--- config.mk ---
export PLATFORM = sky130hd
export DESIGN_NAME = core_mem_ctrl
export DESIGN_NICKNAME = d
export VERILOG_FILES = /design/src/rtl/core_mem_ctrl.sv
export SDC_FILE = /design/constraint.sdc
export NUM_CORES = 1
export LEC_CHECK = 0
export ABC_AREA = 0
export ABC_CLOCK_PERIOD_IN_PS = 1340
export CORE_UTILIZATION = 39
export DETAILED_ROUTE_END_ITERATION = 7
export GPL_ROUTABILITY_DRIVEN = 0
export PLACE_DENSITY_LB_ADDON = 0.25
export SKIP_LAST_GASP = 1
export SLEW_MARGIN = 20
export SYNTH_ARGS = -nofsm -noshare
export SYNTH_HDL_FRONTEND = slang
export SYNTH_SLANG_ARGS = --single-unit
--- constraint.sdc ---
create_clock -name i_clk -period 1.34 [get_ports i_clk]
set_input_delay 0.402 -clock i_clk [delete_from_list [all_inputs] [get_ports i_clk]]
set_output_delay 0.402 -clock i_clk [all_outputs]
set_load 0.01 [all_outputs]
--- src/rtl/core_mem_ctrl.sv ---
// Single-outstanding memory controller bridging core read/write requests onto a req/ack bus.
// Optional busy-timeout (o_mem_err, 8-bit counter) is compiled in with `define MEM_TIMEOUT_EN.
module core_mem_ctrl (
  input  logic        i_clk,
  input  logic        i_rst_n,
  input  logic        ram_read,
  input  logic        ram_write,
  input  logic        ram_read_done,
  input  logic [15:0] addr,
  input  logic [15:0] wdata,
  output logic        mem_busy,
  output logic        mem_ready,
  output logic [15:0] rdata,
  output logic        o_req,
  output logic        o_we,
  output logic [15:0] o_addr,
  output logic [15:0] o_wdata,
  input  logic        i_ack,
  input  logic [15:0] i_rdata,
`ifdef MEM_TIMEOUT_EN
  output logic        o_mem_err,
`endif
  output logic [1:0]  o_state_dbg
);

  typedef enum logic [1:0] {
    IDLE  = 2'd0,
    BUSY  = 2'd1,
    READY = 2'd2
  } state_t;

  state_t      state_q, state_d;
  logic [15:0] addr_q, addr_d;
  logic [15:0] wdata_q, wdata_d;
  logic        we_q, we_d;
  logic [15:0] rdata_q, rdata_d;

`ifdef MEM_TIMEOUT_EN
  logic [7:0]  cnt_q, cnt_d;
  logic        err_q, err_d;
  logic        timeout;
`endif

  // Bus handshake: o_req is held high for the whole BUSY state with address,
  // data and direction frozen; the first cycle with i_ack=1 completes the transfer.
  always_comb begin
    state_d = state_q;
    addr_d  = addr_q;
    wdata_d = wdata_q;
    we_d    = we_q;
    rdata_d = rdata_q;
`ifdef MEM_TIMEOUT_EN
    timeout = 1'b0;
`endif
    case (state_q)
      IDLE: begin
        if (ram_read) begin
          addr_d  = addr;
          we_d    = 1'b0;
          state_d = BUSY;
        end else if (ram_write) begin
          addr_d  = addr;
          wdata_d = wdata;
          we_d    = 1'b1;
          state_d = BUSY;
        end
      end
      BUSY: begin
        if (i_ack) begin
          if (we_q) begin
            state_d = IDLE;
          end else begin
            rdata_d = i_rdata;
            state_d = READY;
          end
        end
`ifdef MEM_TIMEOUT_EN
        // cnt_q counts prior BUSY cycles, so 254 marks the 255th without an ack.
        else if (cnt_q == 8'd254) begin
          timeout = 1'b1;
          if (we_q) begin
            state_d = IDLE;
          end else begin
            rdata_d = 16'hFFFF;
            state_d = READY;
          end
        end
`endif
      end
      READY: begin
        if (ram_read_done) state_d = IDLE;
      end
      default: state_d = IDLE;
    endcase
  end

`ifdef MEM_TIMEOUT_EN
  always_comb begin
    cnt_d = 8'd0;
    err_d = timeout;
    if (state_q == BUSY && state_d == BUSY) cnt_d = cnt_q + 8'd1;
  end
`endif

  always_ff @(posedge i_clk) begin
    if (!i_rst_n) begin
      state_q <= IDLE;
      addr_q  <= 16'd0;
      wdata_q <= 16'd0;
      we_q    <= 1'b0;
      rdata_q <= 16'd0;
`ifdef MEM_TIMEOUT_EN
      cnt_q   <= 8'd0;
      err_q   <= 1'b0;
`endif
    end else begin
      state_q <= state_d;
      addr_q  <= addr_d;
      wdata_q <= wdata_d;
      we_q    <= we_d;
      rdata_q <= rdata_d;
`ifdef MEM_TIMEOUT_EN
      cnt_q   <= cnt_d;
      err_q   <= err_d;
`endif
    end
  end

  assign o_req       = (state_q == BUSY);
  assign mem_busy    = (state_q == BUSY);
  assign mem_ready   = (state_q == READY);
  assign o_we        = we_q;
  assign o_addr      = addr_q;
  assign o_wdata     = wdata_q;
  assign rdata       = rdata_q;
  assign o_state_dbg = state_q;
`ifdef MEM_TIMEOUT_EN
  assign o_mem_err   = err_q;
`endif

endmodule
### Word level (Yosys, flattened, before mapping)

Index checks and enable logic that the tools add are counted.

* output and inout bits: 54
* input port bits: 54
* register bits after elaboration: 51
* logic and storage cells: 28

* mux-type cells: 10
* bitwise gates (word level): 2
* reductions and logical operators: 6
* equality and inequality tests: 5

Operators by type and width (number)
* 2-to-1 mux 16 bit: 2
* 2-to-1 mux 2 bit: 5
* AND reduction 3 bit: 3
* one-hot mux 2 bit (3 select lines): 1
* != test 3 bit (second input constant): 1
* == test 2 x 1 -> 1 bit (second input constant): 1
* == test 2 bit (second input constant): 1
* logical NOT 2 bit: 1
* 2-to-1 mux 1 bit: 2
* != test 2 x 1 -> 1 bit (second input constant): 1
* != test 2 bit (second input constant): 1
* inverter 1 bit: 2
* AND reduction 2 bit: 1
* nonzero test 2 bit: 1

### Longest topological paths before layout

Gate-level depths: netlist of run 1.

* word-level depth: 3
* gate-level depth with buffers: 5
* depth with buffers taken out: 3

### Least setup slack after synthesis of run 1

Ideal clock, no wire load.

* path type: register to output
* start: register state_q[0], in the netlist o_state_dbg[0]
* end: output port o_req
* buffers on the path: 1
* setup slack: 0.011 ns
* required time: 0.938 ns
* arrival: 0.927 ns
* cell stages (with the launch flop): 3
* cell sequence: dfxtp_1 nor2b_1 buf_4

* longest elaborated chain between the ends: 1

RTL lines
* start: declaration: RTL line 32 `state_t state_q, state_d;`
* start signal: assignment: RTL line 117 `state_q <= state_d;`
* == test 2 x 1 -> 1 bit
* end: declaration: RTL line 14 `output logic o_req,`

Every way passes these cells.

### Worst setup path after layout of run 1

* start: register state_q[0], in the netlist o_state_dbg[0]
* end: output port mem_ready

* longest elaborated chain between the ends: 1

RTL lines
* == test 2 bit: RTL line 131 `assign mem_ready = (state_q == READY);`
* end: declaration: RTL line 12 `output logic mem_ready,`

Every way passes these cells.

==> results.rst, run 1 <==
.. list-table::
   :header-rows: 1

   * - Metric
     - Value
   * - Worst slew margin relative to its limit
     - 81.5%
   * - Cell types with the highest counts after synthesis
     - sky130_fd_sc_hd__nand2_1, sky130_fd_sc_hd__dfxtp_1, sky130_fd_sc_hd__nand3_1
   * - Insertion delay to the later sink of the worst-skew pair
     - 0.30 ns
   * - Startpoint kind of the worst setup timing path
     - flip-flop
   * - Register bit count reported by yosys
     - 51
   * - Finish-stage setup viols
     - 28
   * - DRT met1 WL
     - approximately 2300 µm
   * - Total routed wirelength
     - 5490 µm
   * - Initial core utilization
     - between 40% and 50%
   * - Global-route wire length before repair
     - 7920 µm
   * - Synthesized cell area
     - 2030 µm²
   * - Mean area per synthesized cell
     - 8.92 µm²
   * - Combined buffer and inverter count along the critical path
     - 2
   * - Clock tree root buffer cell
     - sky130_fd_sc_hd__clkbuf_8
   * - Slowest stage cell, crit path
     - sky130_fd_sc_hd__dfxtp_2
   * - Area fraction of the dominant cell type after synthesis
     - 50.2%
   * - Count of cell types in the netlist
     - 21
   * - Post-DR wirelength/cell
     - 13.4 µm
   * - Cell count after synthesis
     - 228
   * - Net count after synthesis
     - roughly 280
   * - Core Box Area
     - 4880 µm²
   * - Total die area
     - 5510 µm²
   * - Top-Level Pins
     - around 110
   * - Number of port buffers
     - between 100 and 150
   * - Setup Skew
     - 0.00800 ns
   * - Number of global-route vias before repair
     - around 1,800
   * - DP Wirelength
     - 3280 µm
   * - Crit path depth
     - 3
   * - Deepest level of the CTS H-tree
     - 2
   * - Yosys top cell by area
     - sky130_fd_sc_hd__dfxtp_1
   * - Unrepaired setup endpoints after global routing
     - true
   * - Post-layout worst setup margin
     - -0.119 ns
   * - TritonRoute pass-1 iters
     - 4
   * - DR WL met3
     - 482 µm
   * - Largest net degree at the start of global routing
     - 65
   * - HP Class
     - flip-flop to flip-flop
   * - Overflow left after global routing
     - 0
   * - Post-synthesis async set-or-reset flop share
     - 0%
   * - Largest cells by area after synthesis
     - sky130_fd_sc_hd__dfxtp_1, sky130_fd_sc_hd__nand2_1, sky130_fd_sc_hd__mux2i_1
   * - Pin slew with the least headroom to its limit
     - 0.276 ns
   * - Biggest cell delay along the critical path
     - 0.34 ns
   * - Fill cell instance count of the final layout
     - 375
   * - Max-cap check violation count
     - 0
   * - CP cell instances
     - buf_6 -> and2b_1 -> buf_6
   * - Cell with the most instances after synthesis
     - sky130_fd_sc_hd__nand2_1
   * - Share of cells above drive strength 1
     - 26.2%
   * - Top_reg_cell synth
     - sky130_fd_sc_hd__dfxtp_1
   * - CP delay by family, top
     - flip-flops
   * - Clock-pin slew on the worst setup and hold paths
     - 0.09 ns
   * - CTS tree
     - yes
   * - # diodes
     - 0
   * - DIE WIDTH
     - roughly 74 µm
   * - Met2 wire length
     - 2610 µm
   * - 1st-iter DRT viols
     - 139
   * - Overall die height
     - ~74 µm
   * - Global router's overall resource usage
     - 19.1%
   * - Yosys warning total
     - 0
   * - Maximum vdd ir drop
     - 0.000704 V
   * - Number of hold-repair buffers added at the cts stage
     - 0
   * - Largest fanout on the critical path
     - 2
   * - Sequential element share of the synthesized area
     - 50.2%
   * - Clock buffer depth
     - 2
   * - CP Data Required Time
     - 0.94 ns
   * - Path depth of the worst reg2reg path
     - 7
   * - Ratio of final minimum period to clock period
     - 109%
   * - Final critical path time including I/O delays and setup
     - 1.46 ns
   * - Final Max Tran Viols
     - 0
   * - Initial antenna violation count
     - 0
   * - Number of vias after detailed routing
     - 1,980
   * - Library cell appearing most often on the critical path
     - sky130_fd_sc_hd__buf_6
   * - Layout Utilization
     - 73.0%
   * - Data arrival at the endpoint of the critical path
     - ~1.1 ns
   * - Sink Count
     - 51
   * - Area Growth Syn to Fin
     - 75.3%
   * - Uppermost routed layer
     - met4
   * - Hold Violations, Final
     - 0
   * - Power density over the cells
     - 1020 nW/µm²
   * - Number of synthesized flops with an enable pin
     - 0
   * - Leakage power figure
     - approximately 1.4 nW
   * - Vias per inst
     - 4.82
   * - FP Rows
     - 25
   * - Summed negative setup slack over all endpoints
     - -0.848 ns
   * - Status
     - complete, but fails checks
   * - Num CTS Buffers
     - 5
   * - Final nets
     - 397
   * - Cells on Worst Hold Path
     - 2
   * - Fmax
     - approximately 700 MHz
   * - Number of routed nets with antenna violations
     - 0
   * - DRC Markers
     - 0
   * - Failing checks
     - setup timing
   * - Total power consumption of the routed design
     - 3.64 mW
   * - Critical path type
     - flip-flop to primary output
   * - Capturing element type of the critical path
     - primary output
[stage by stage]
| step | instances | hold WS (ns) | cell area [µm²] | setup WS, ns |
|---|---|---|---|---|
| after floorplan | 228 | 0.479 | 2030 | 0.0107 |
| after global placement | 390 | 0.440 | 3190 | -0.312 |
| final | 411 | 0.456 | 3560 | -0.119 |
| after global routing | 411 | 0.481 | 3560 | -0.169 |
| after detailed placement | 390 | 0.448 | 3190 | -0.378 |
| after CTS | 404 | 0.458 | 3380 | -0.165 |
[tightest hold or removal path, stage by stage, from the launching register on]
cell and delay, ns:
sky130_fd_sc_hd__dfxtp_1 0.32, sky130_fd_sc_hd__nand2_1 0.05, sky130_fd_sc_hd__mux2i_1 0.05
[cells in the final DEF, fill, tap and decap left out, types with 2 or more instances in the layout]
master,n
sky130_fd_sc_hd__nand2_1,65
sky130_fd_sc_hd__clkdlybuf4s50_1,50
sky130_fd_sc_hd__dfxtp_1,49
sky130_fd_sc_hd__clkdlybuf4s15_1,30
sky130_fd_sc_hd__clkbuf_2,19
sky130_fd_sc_hd__nand3_1,18
sky130_fd_sc_hd__o21ai_0,17
sky130_fd_sc_hd__mux2i_1,16
sky130_fd_sc_hd__o21ai_2,15
sky130_fd_sc_hd__buf_6,14
sky130_fd_sc_hd__nand3_4,9
sky130_fd_sc_hd__clkbuf_8,6
sky130_fd_sc_hd__nand3_2,5
sky130_fd_sc_hd__buf_12,5
sky130_fd_sc_hd__clkbuf_16,3
sky130_fd_sc_hd__buf_4,3
sky130_fd_sc_hd__nor2b_1,2
sky130_fd_sc_hd__o21a_1,2
sky130_fd_sc_hd__dlygate4sd2_1,2
[registers in the layout, indices dropped and copies added, names as in the netlist]
name,cells
rdata,16
o_we,1
o_state_dbg,2
o_addr,16
o_wdata,16
[worst paths after layout]
kind                                      from     endpoint  slack, ns
worst max-delay path            o_state_dbg[0]    mem_ready      -0.12
worst min-delay path                 o_addr[1]    o_addr[1]       0.46
worst max register to register  o_state_dbg[0]  o_wdata[15]      -0.11
worst min register to register       o_addr[1]    o_addr[1]       0.46
[cell type report]
type	instances	area (µm²)	share of cell area (%)
Timing Repair Buffer	128	1300	36.5
Clock buffer	6	82.6	2.32
Sequential cell	51	1030	28.8
Tap cell	67	83.8	2.35
Multi-Input combinational cell	157	1030	29.0
Clock inverter	2	35.0	0.983
[cells by family after synthesis]
| family | share of synthesized area, % |
|---|---|
| AO/OA/AOI/OAI | 11.4 |
| buffers and inverters | 6.03 |
| AND/OR/NAND/NOR | 24.4 |
| multiplexers | 7.88 |
| flip-flops | 50.2 |
[where the power goes]
group	switching [mW]	internal [mW]	total (mW)
clock network	0.499	0.605	1.10
logic	0.368	0.494	0.862
registers	0.0553	1.62	1.67
total	0.922	2.71	3.64
[per-layer routing]
layer / track usage [%] / up-vias
met4: 6.41 / 0
met3: 9.21 / 11
met5: 0 / -
met1: 23.1 / 890
li1: - / 990
met2: 29.6 / 89
[timing repair]
action	4_1_cts	5_1_grt
buffers inserted	3	5
cloned	3	2
setup endpoints to repair	75	75
pin swaps	7	10
resized for setup	87	97
No activity file was read; power rests on OpenSTA's default activity.
==> run 2: changes to the inputs <==
--- a/config.mk
+++ b/config.mk
@@ -10,7 +10,7 @@
 export CORE_UTILIZATION = 39
 export DETAILED_ROUTE_END_ITERATION = 7
 export GPL_ROUTABILITY_DRIVEN = 0
-export PLACE_DENSITY_LB_ADDON = 0.25
+export PLACE_DENSITY = 0.8
 export SKIP_LAST_GASP = 1
 export SLEW_MARGIN = 20
 export SYNTH_ARGS = -nofsm -noshare
==> run 2 against run 1 <==
Core utilization increased by 2.0 points. Worst hold slack got worse by 0.0060 ns. Cell area grew 2.7%. Sequential power is essentially flat. First-iteration DRC count down 53%. Fmax fell by 3.1%. Non-clock buffer count rose by 6. The run still ends with setup timing left. Clock skew barely moved. Routed wire length rose by 6.8%.
==> results.rst, run 2 (same netlist as run 1, synthesis figures left out) <==
.. list-table::
   :header-rows: 1

   * - Metric
     - Value
   * - Pin slew with the least headroom to its limit
     - 0.377 ns
   * - Critical path type
     - flip-flop to flip-flop
   * - Largest fanout on the critical path
     - 5
   * - Overflow left after global routing
     - 0
   * - Worst r2r dst
     - rdata[5]
   * - Total power consumption of the routed design
     - approximately 3.7 mW
   * - Met2 wire length
     - between 2000 and 3000 µm
   * - Startpoint kind of the worst setup timing path
     - flip-flop
   * - DP Wirelength
     - around 3500 µm
   * - Setup Skew
     - 0.00789 ns
   * - Hold_sp
     - rdata[9]
   * - Status
     - complete, but fails checks
   * - Path depth of the worst reg2reg path
     - 8
   * - Hold Violations, Final
     - 0
   * - Reg-to-reg critical path startpoint
     - o_state_dbg[1]
   * - Worst hold path endpoint
     - rdata[9]
   * - Ratio of final minimum period to clock period
     - 112%
   * - Total die area
     - 5510 µm²
   * - Sink Count
     - 51
   * - Final Max Tran Viols
     - 0
   * - Uppermost routed layer
     - met4
   * - DIE WIDTH
     - approximately 74 µm
   * - Top-Level Pins
     - 108
   * - Largest net degree at the start of global routing
     - 70
   * - Clock network power share
     - 30.2%
   * - Initial antenna violation count
     - 0
   * - Initial core utilization
     - a little over two fifths
   * - Total internal power
     - ~2.7 mW
   * - Proportion of power drawn by combinational gates
     - 24.2%
   * - Most common library cell in the layout ignoring fill and taps
     - sky130_fd_sc_hd__nand2_1
   * - CTS tree
     - yes
   * - Area Growth Syn to Fin
     - 80.0%
   * - Number of vias after detailed routing
     - roughly 2,000
   * - Vias per inst
     - 4.77
   * - Unrepaired setup endpoints after global routing
     - true
   * - Core Box Area
     - approximately 5000 µm²
   * - Most frequent cells in the layout
     - sky130_fd_sc_hd__nand2_1, sky130_fd_sc_hd__clkdlybuf4s50_1, sky130_fd_sc_hd__dfxtp_1, sky130_fd_sc_hd__clkdlybuf4s15_1
   * - Switch Pwr
     - 0.931 mW
   * - Leakage power figure
     - 1.51 nW
   * - Final critical path time including I/O delays and setup
     - 1.51 ns
   * - FP Rows
     - 25
   * - Number of routed nets with antenna violations
     - 0
   * - DR WL met3
     - around 480 µm
   * - Clock tree root buffer cell
     - sky130_fd_sc_hd__clkbuf_8
   * - TritonRoute pass-1 iters
     - 4
   * - Data arrival at the endpoint of the critical path
     - about 1.8 ns
   * - Post-layout worst setup margin
     - -0.166 ns
   * - Worst slew margin relative to its limit
     - 74.9%
   * - Finished Layout Cells
     - ~420
   * - Post-DR wirelength/cell
     - roughly 14 µm
   * - Overall die height
     - 74.2 µm
   * - FF-to-FF setup slack
     - -0.17 ns
   * - 1st-iter DRT viols
     - 66
   * - Power density over the cells
     - 1000 nW/µm²
   * - Number of global-route vias before repair
     - 1,877
   * - HP Class
     - flip-flop to flip-flop
   * - Capturing element type of the critical path
     - flip-flop
   * - Global router's overall resource usage
     - 20.9%
   * - Number of port buffers
     - 107
   * - Share of cells above drive strength 1
     - 28.3%
   * - Clock-pin slew on the worst setup and hold paths
     - 0.09 ns
   * - Insertion delay to the later sink of the worst-skew pair
     - 0.30 ns
   * - DRT met1 WL
     - roughly 2500 µm
   * - DRC Markers
     - 0
   * - Cell count after placement
     - approximately 400
   * - Clock buffer depth
     - 2
   * - Num CTS Buffers
     - 5
   * - Total routed wirelength
     - 5860 µm
   * - Finish-stage setup viols
     - 41
   * - Worst slack after detailed placement
     - -0.337 ns
   * - Maximum vdd ir drop
     - 0.000708 V
   * - Max-cap check violation count
     - 0
   * - Fmax
     - 664 MHz
   * - # diodes
     - 0
   * - Deepest level of the CTS H-tree
     - 2
   * - Share of power burned in registers
     - 45.6%
   * - CP Data Required Time
     - 1.58 ns
   * - Failing checks
     - setup timing
   * - Final nets
     - 403
   * - Global-route wire length before repair
     - 8750 µm
   * - Switching Share
     - 25.4%
   * - Cells on Worst Hold Path
     - 2
[run 2: changes by cell type in the layout (fill, tap and decap cells not counted), sizes merged]
| cell | before | now |
|---|---|---|
| buf | 24 | 30 |
| clkbuf | 28 | 19 |
| clkdlybuf4s15 | 30 | 31 |
| dlygate4sd2 | 2 | 10 |
[run 2: worst max-delay path by stage]
stage / startpoint / endpoint / slack, ns / depth (start not counted)
6_report: o_state_dbg[1] / rdata[5] / -0.17 / 8
2_1_floorplan: o_state_dbg[0] / o_req / 0.01 / 2
3_3_place_gp: ram_read / o_wdata[2] / -0.30 / 5
4_1_cts: o_state_dbg[0] / o_req / -0.17 / 2
3_5_place_dp: ram_write / o_wdata[7] / -0.34 / 5
5_1_grt: o_state_dbg[1] / rdata[5] / -0.21 / 8
[run 2: timing repair]
item / 4_1_cts / 5_1_grt
gates cloned: 6 / 2
resized for setup: 124 / 75
pin swaps: 21 / 9
buffers inserted: 8 / 4
setup endpoints to repair: 88 / 96
hold buffers: 0 / 0
[run 2: worst max-delay path: stages, from the launching register on]
cell                       delay, ns
sky130_fd_sc_hd__dfxtp_4        0.38
sky130_fd_sc_hd__buf_6          0.12
sky130_fd_sc_hd__buf_6          0.12
sky130_fd_sc_hd__and4bb_4       0.34
sky130_fd_sc_hd__buf_6          0.11
sky130_fd_sc_hd__buf_6          0.12
sky130_fd_sc_hd__buf_12         0.12
sky130_fd_sc_hd__nand3_1        0.07
sky130_fd_sc_hd__o21ai_1        0.09
[run 2: cell type report]
| type | instances | area, µm² |
|---|---|---|
| clock inverters | 2 | 35.0 |
| clock buffers | 6 | 82.6 |
| multi-input cells | 157 | 1010 |
| fillers | 349 | 1220 |
| flip-flops and latches | 51 | 1030 |
| repair buffers | 134 | 1420 |
| well taps | 67 | 83.8 |
[run 2: through the flow]
step           area [µm²]  utilization, %  TNS, ns  hold slack, ns
2_1_floorplan        2030               -        0           0.479
3_3_place_gp         3180            65.1   -13.75           0.441
3_5_place_dp         3180            65.1   -14.81           0.446
4_1_cts              3560            73.1    -3.14           0.451
5_1_grt              3660            75.0    -7.20           0.467
6_report             3660            75.0    -3.77           0.450
[run 2: power by group through the flow]
stage | clock network, mW | logic (mW) | registers (mW)
after floorplan | 0 | 0.274 | 1.75
after global placement | 0 | 0.743 | 1.70
after detailed placement | 0 | 0.750 | 1.70
after CTS | 1.14 | 0.838 | 1.67
after global routing | 1.18 | 0.948 | 1.68
final | 1.11 | 0.886 | 1.67
[run 2: per-layer routing]
layer	up-vias	global-route usage (%)
met5	-	0
met4	0	5.13
met3	6	8.67
met2	73	33.8
met1	913	25.8
li1	998	-
==> edit 1, RTL diff (settings of run 1) <==
Make the reset (`i_rst_n`) asynchronous in one clocked block.
--- a/src/rtl/core_mem_ctrl.sv
+++ b/src/rtl/core_mem_ctrl.sv
@@ -104,3 +104,3 @@
 
-  always_ff @(posedge i_clk) begin
+  always_ff @(posedge i_clk or negedge i_rst_n) begin
     if (!i_rst_n) begin
Formal check against the unedited RTL: differs if i_rst_n is asserted again (counterexample within 4 cycles, from zero or initial values and one cycle with i_rst_n low); with i_rst_n held inactive, the same outputs for 10 cycles.
==> edit 1 against run 1 <==
  * The flow still finishes with violations (negative setup slack)
  * First-iteration DRC count fell by 79%
  * Wire length fell by 4.5%
  * Final area down 6.2%
  * Area after synthesis is 2.9% lower
  * Worst setup slack got worse by 0.14 ns
  * Via count down 24%
  * Sequential cell count unchanged
  * Global-route usage is 1.8 points higher
  * Worst hold slack got worse by 0.38 ns
  * Critical path type is now reg -> reg
Power is not compared: it rests on default switching activity, and its combinational part moved more than twofold at a synthesized area within 25%.
==> edit 1: results <==
[timing]
totalNegativeSetupSlack_ns = -7.276
setup_viol = 52
final.setup.worst_slack_ns = -0.2545
worst_hold_slack_ns = 0.07871
worst_slew_margin_rel = 0.8143

[route]
wl_met1_um = 2142
dr_total_vias = 1495
drt_first_iter_violations = 29
dr_wl_met3_um = 409

[logic_synthesis]
synth_area_per_cell_um2 = 16.88
post_synth_num_cell_types = 16
synth_commonest_cells = 51 x dfrtp_1, 48 x mux2_2, 3 x buf_6
seq_area_frac_synth = 0.6464
synthArstFlopShare = 1.000

[critical_path]
cp_max_fo = 8
critPathArrivalTime_ns = 1.78
critPathMaxStageDelay_ns = 0.44
reg2reg_depth = 5
timing.critical_path.slowest_stage_cell = dfrtp_2
worst_path_dominant_cell_family = buffers and inverters
path_class = reg -> reg
r2r_start = o_state_dbg[0]$_DFFE_PN0P_

[global_route]
first_global_vias = 1660
groute.layer.met1.usage = 0.2477
grt_usage = 0.2083
gr-usage-met3 = 0.07044
first_pass_grt_wire_length_um = 8190

[placement]
post_placement_worst_setup_slack_ns = -0.5968
placement_stage_cell_area_um2 = 3203

[status]
violations = negative setup slack
status = finished, violations left

[finish]
n_fill_cell = 341
stdcell_count = 316
final_layout_size_suffix_gt1_frac = 0.5582

[worst_hold_path]
worstHoldPathType = in -> async

[clocking]
cts_setup_buffers = 5
-- edit 1: logic make-up (layout without fill, tap and decap cells) --
kind of cell,count (synthesis),count (layout),synth area share
mux,48,48,0.2738
flops,51,51,0.6464
simple gates,7,7,0.03296
compound gates,5,5,0.01648
buf+inv,6,138,0.03041
-- edit 1: report_power, final --
group,total [mW],leakage (nW),internal (mW),switching [mW]
Clock,1.23,0.0654,0.746,0.488
Sequential,2.80,0.601,2.34,0.459
Combinational,3.90,0.917,2.34,1.56
Total,7.93,1.58,5.42,2.51
-- edit 1: area by class of cell --
| class | instances | area share |
|---|---|---|
| clock buffers | 6 | 0.02171 |
| clock inverters | 2 | 0.01797 |
| inverters | 1 | 0.001123 |
| multi-input cells | 60 | 0.2336 |
| flip-flops and latches | 51 | 0.3826 |
| well taps | 67 | 0.02508 |
| repair buffers | 129 | 0.3179 |
==> edit 2, RTL diff (settings of run 1) <==
Made on the original files. The option `MEM_TIMEOUT_EN` is turned on by a define.
--- a/src/rtl/core_mem_ctrl.sv
+++ b/src/rtl/core_mem_ctrl.sv
@@ -2,2 +2,4 @@
 // Optional busy-timeout (o_mem_err, 8-bit counter) is compiled in with `define MEM_TIMEOUT_EN.
+`define MEM_TIMEOUT_EN
+
 module core_mem_ctrl (
Behaviour (old outputs only; new: o_mem_err): no difference found for any inputs over 10 cycles, from zero or initial values and one cycle with i_rst_n low; that may be too few to reach the edited logic, so the function may still have changed.
==> edit 2 against run 1 <==
  * Wire length up 33%
  * Final area rose by 17%
  * Worst setup slack better by 0.015 ns
  * Combinational power is 25% higher
  * Sequential cell count increased by 9
  * The run still ends with negative setup slack left
  * Area after synthesis is 18% higher
  * Non-clock buffer count grew 14
  * Via count rose by 27%
  * Highest routed layer unchanged
  * Total power is 36% higher
==> edit 2: results <==
[status]
status = finished, violations left
violations = negative setup slack

[clocking]
cts.clk_slew.worst_paths_ns = 0.07
clk-insertion-delay-late_ns = 0.33
cts_buffers = 9

[logic_synthesis]
synth_commonest_cells = 60 x dfxtp_1, 53 x a21oi_1, 35 x nand2_1
postSynthNetCount = 333
main_area_contributors_after_synthesis = dfxtp_1 50%, a21oi_1 11%, o221ai_1 5.9%
post_synth_num_cell_types = 37
seq_area_frac_synth = 0.5026

[critical_path]
worst_path_dominant_cell_family = simple AND/OR/NAND/NOR gates
cp_max_fo = 8
critPathMaxStageDelay_ns = 0.55
timing.critical_path.slowest_stage_cell = or4b_4
critPathLaunch = o_state_dbg[1]$_SDFF_PN0_
cp.required_ns = 1.56

[placement]
placement_stage_cell_area_um2 = 3679
post_placement_worst_setup_slack_ns = -0.4717
place.detailed.hpwl_um = 4672
placement.io_buffers = 108

[global_route]
maximum_number_of_pins_on_one_net_before_global_route_repair = 18
grt_use_met2 = 0.3846
gr-usage-met3 = 0.05909
grt_usage = 0.2280
first_pass_grt_wire_length_um = 11270

[timing]
final.setup.worst_slack_ns = -0.1033
totalNegativeSetupSlack_ns = -2.107
skew_ns = 0.006431
setup_viol = 36
worst_slew_pin_slew_ns = 0.2643

[finish]
final_layout_size_suffix_gt1_frac = 0.4237
syn2layout_area_growth_pct = 74.45
n_fill_cell = 443

[pwr]
vdd_ir_drop_max_uv = 808.9
pwr.group.sequential_mw = 1.99
leakage_nw = 1.590
clock_power_mw = 1.88

[route]
dr_wl_met3_um = 448
dr_total_vias = 2516
detail_route.wl_per_cell_um = 14.98
met2_length_um = 3513

[worst_hold_path]
hold_path.startpoint = rdata[10]$_SDFFE_PN0P_
==> edit 2: changes by cell type after synthesis, sizes merged, moves of 14 or more <==
cell / change
nand2: -31
mux2i: -16
nand3: -14
a21oi: +54
inv: +17
o21ai: -15
o221ai: +16
==> edit 2: kinds of logic after synthesis <==
family,count (synthesis),share of synthesized area
flops,60,0.5026
fa+ha+maj,2,0.01047
simple gates,78,0.1665
compound gates,95,0.2340
xor+xnor,2,0.007331
buf+inv,40,0.07905
==> edit 2: final cells by class <==
cell class	instances	area, µm²	area share
repair buffers	142	1276	0.3061
multi-input cells	177	1270	0.3046
flip-flops and latches	60	1226	0.2941
clock buffers	11	151.4	0.03631
well taps	75	93.84	0.02251
clock inverters	5	83.83	0.02011
inverters	18	67.56	0.01621
==> edit 2: final timing paths <==
check	to	slack (ns)	cells past startpoint
hold reg to reg	rdata[10]$_SDFFE_PN0P_	0.46	2
hold / removal	rdata[10]$_SDFFE_PN0P_	0.46	2
setup / recovery	o_wdata[9]$_SDFFE_PN0P_	-0.10	5
setup reg to reg	o_wdata[9]$_SDFFE_PN0P_	-0.10	5
==> edit 2: metrics by stage <==
step           power, mW  instances  hold WS [ns]    util
2_1_floorplan      2.436        277        0.4409       -
3_3_place_gp       2.944        464        0.4384  0.6213
4_1_cts            4.899        486        0.4601  0.7018
6_report           4.950        488        0.4559  0.7041
5_1_grt            5.163        488        0.4767  0.7041
3_5_place_dp       2.957        464        0.4431  0.6213
==> edit 2: repair_timing <==
| item | CTS | global route |
|---|---|---|
| cloned | 2 | 1 |
| pin swaps | 22 | 13 |
| gates resized for setup | 178 | 96 |
| setup endpoints to repair | 90 | 101 |
| buffers inserted | 4 | 1 |
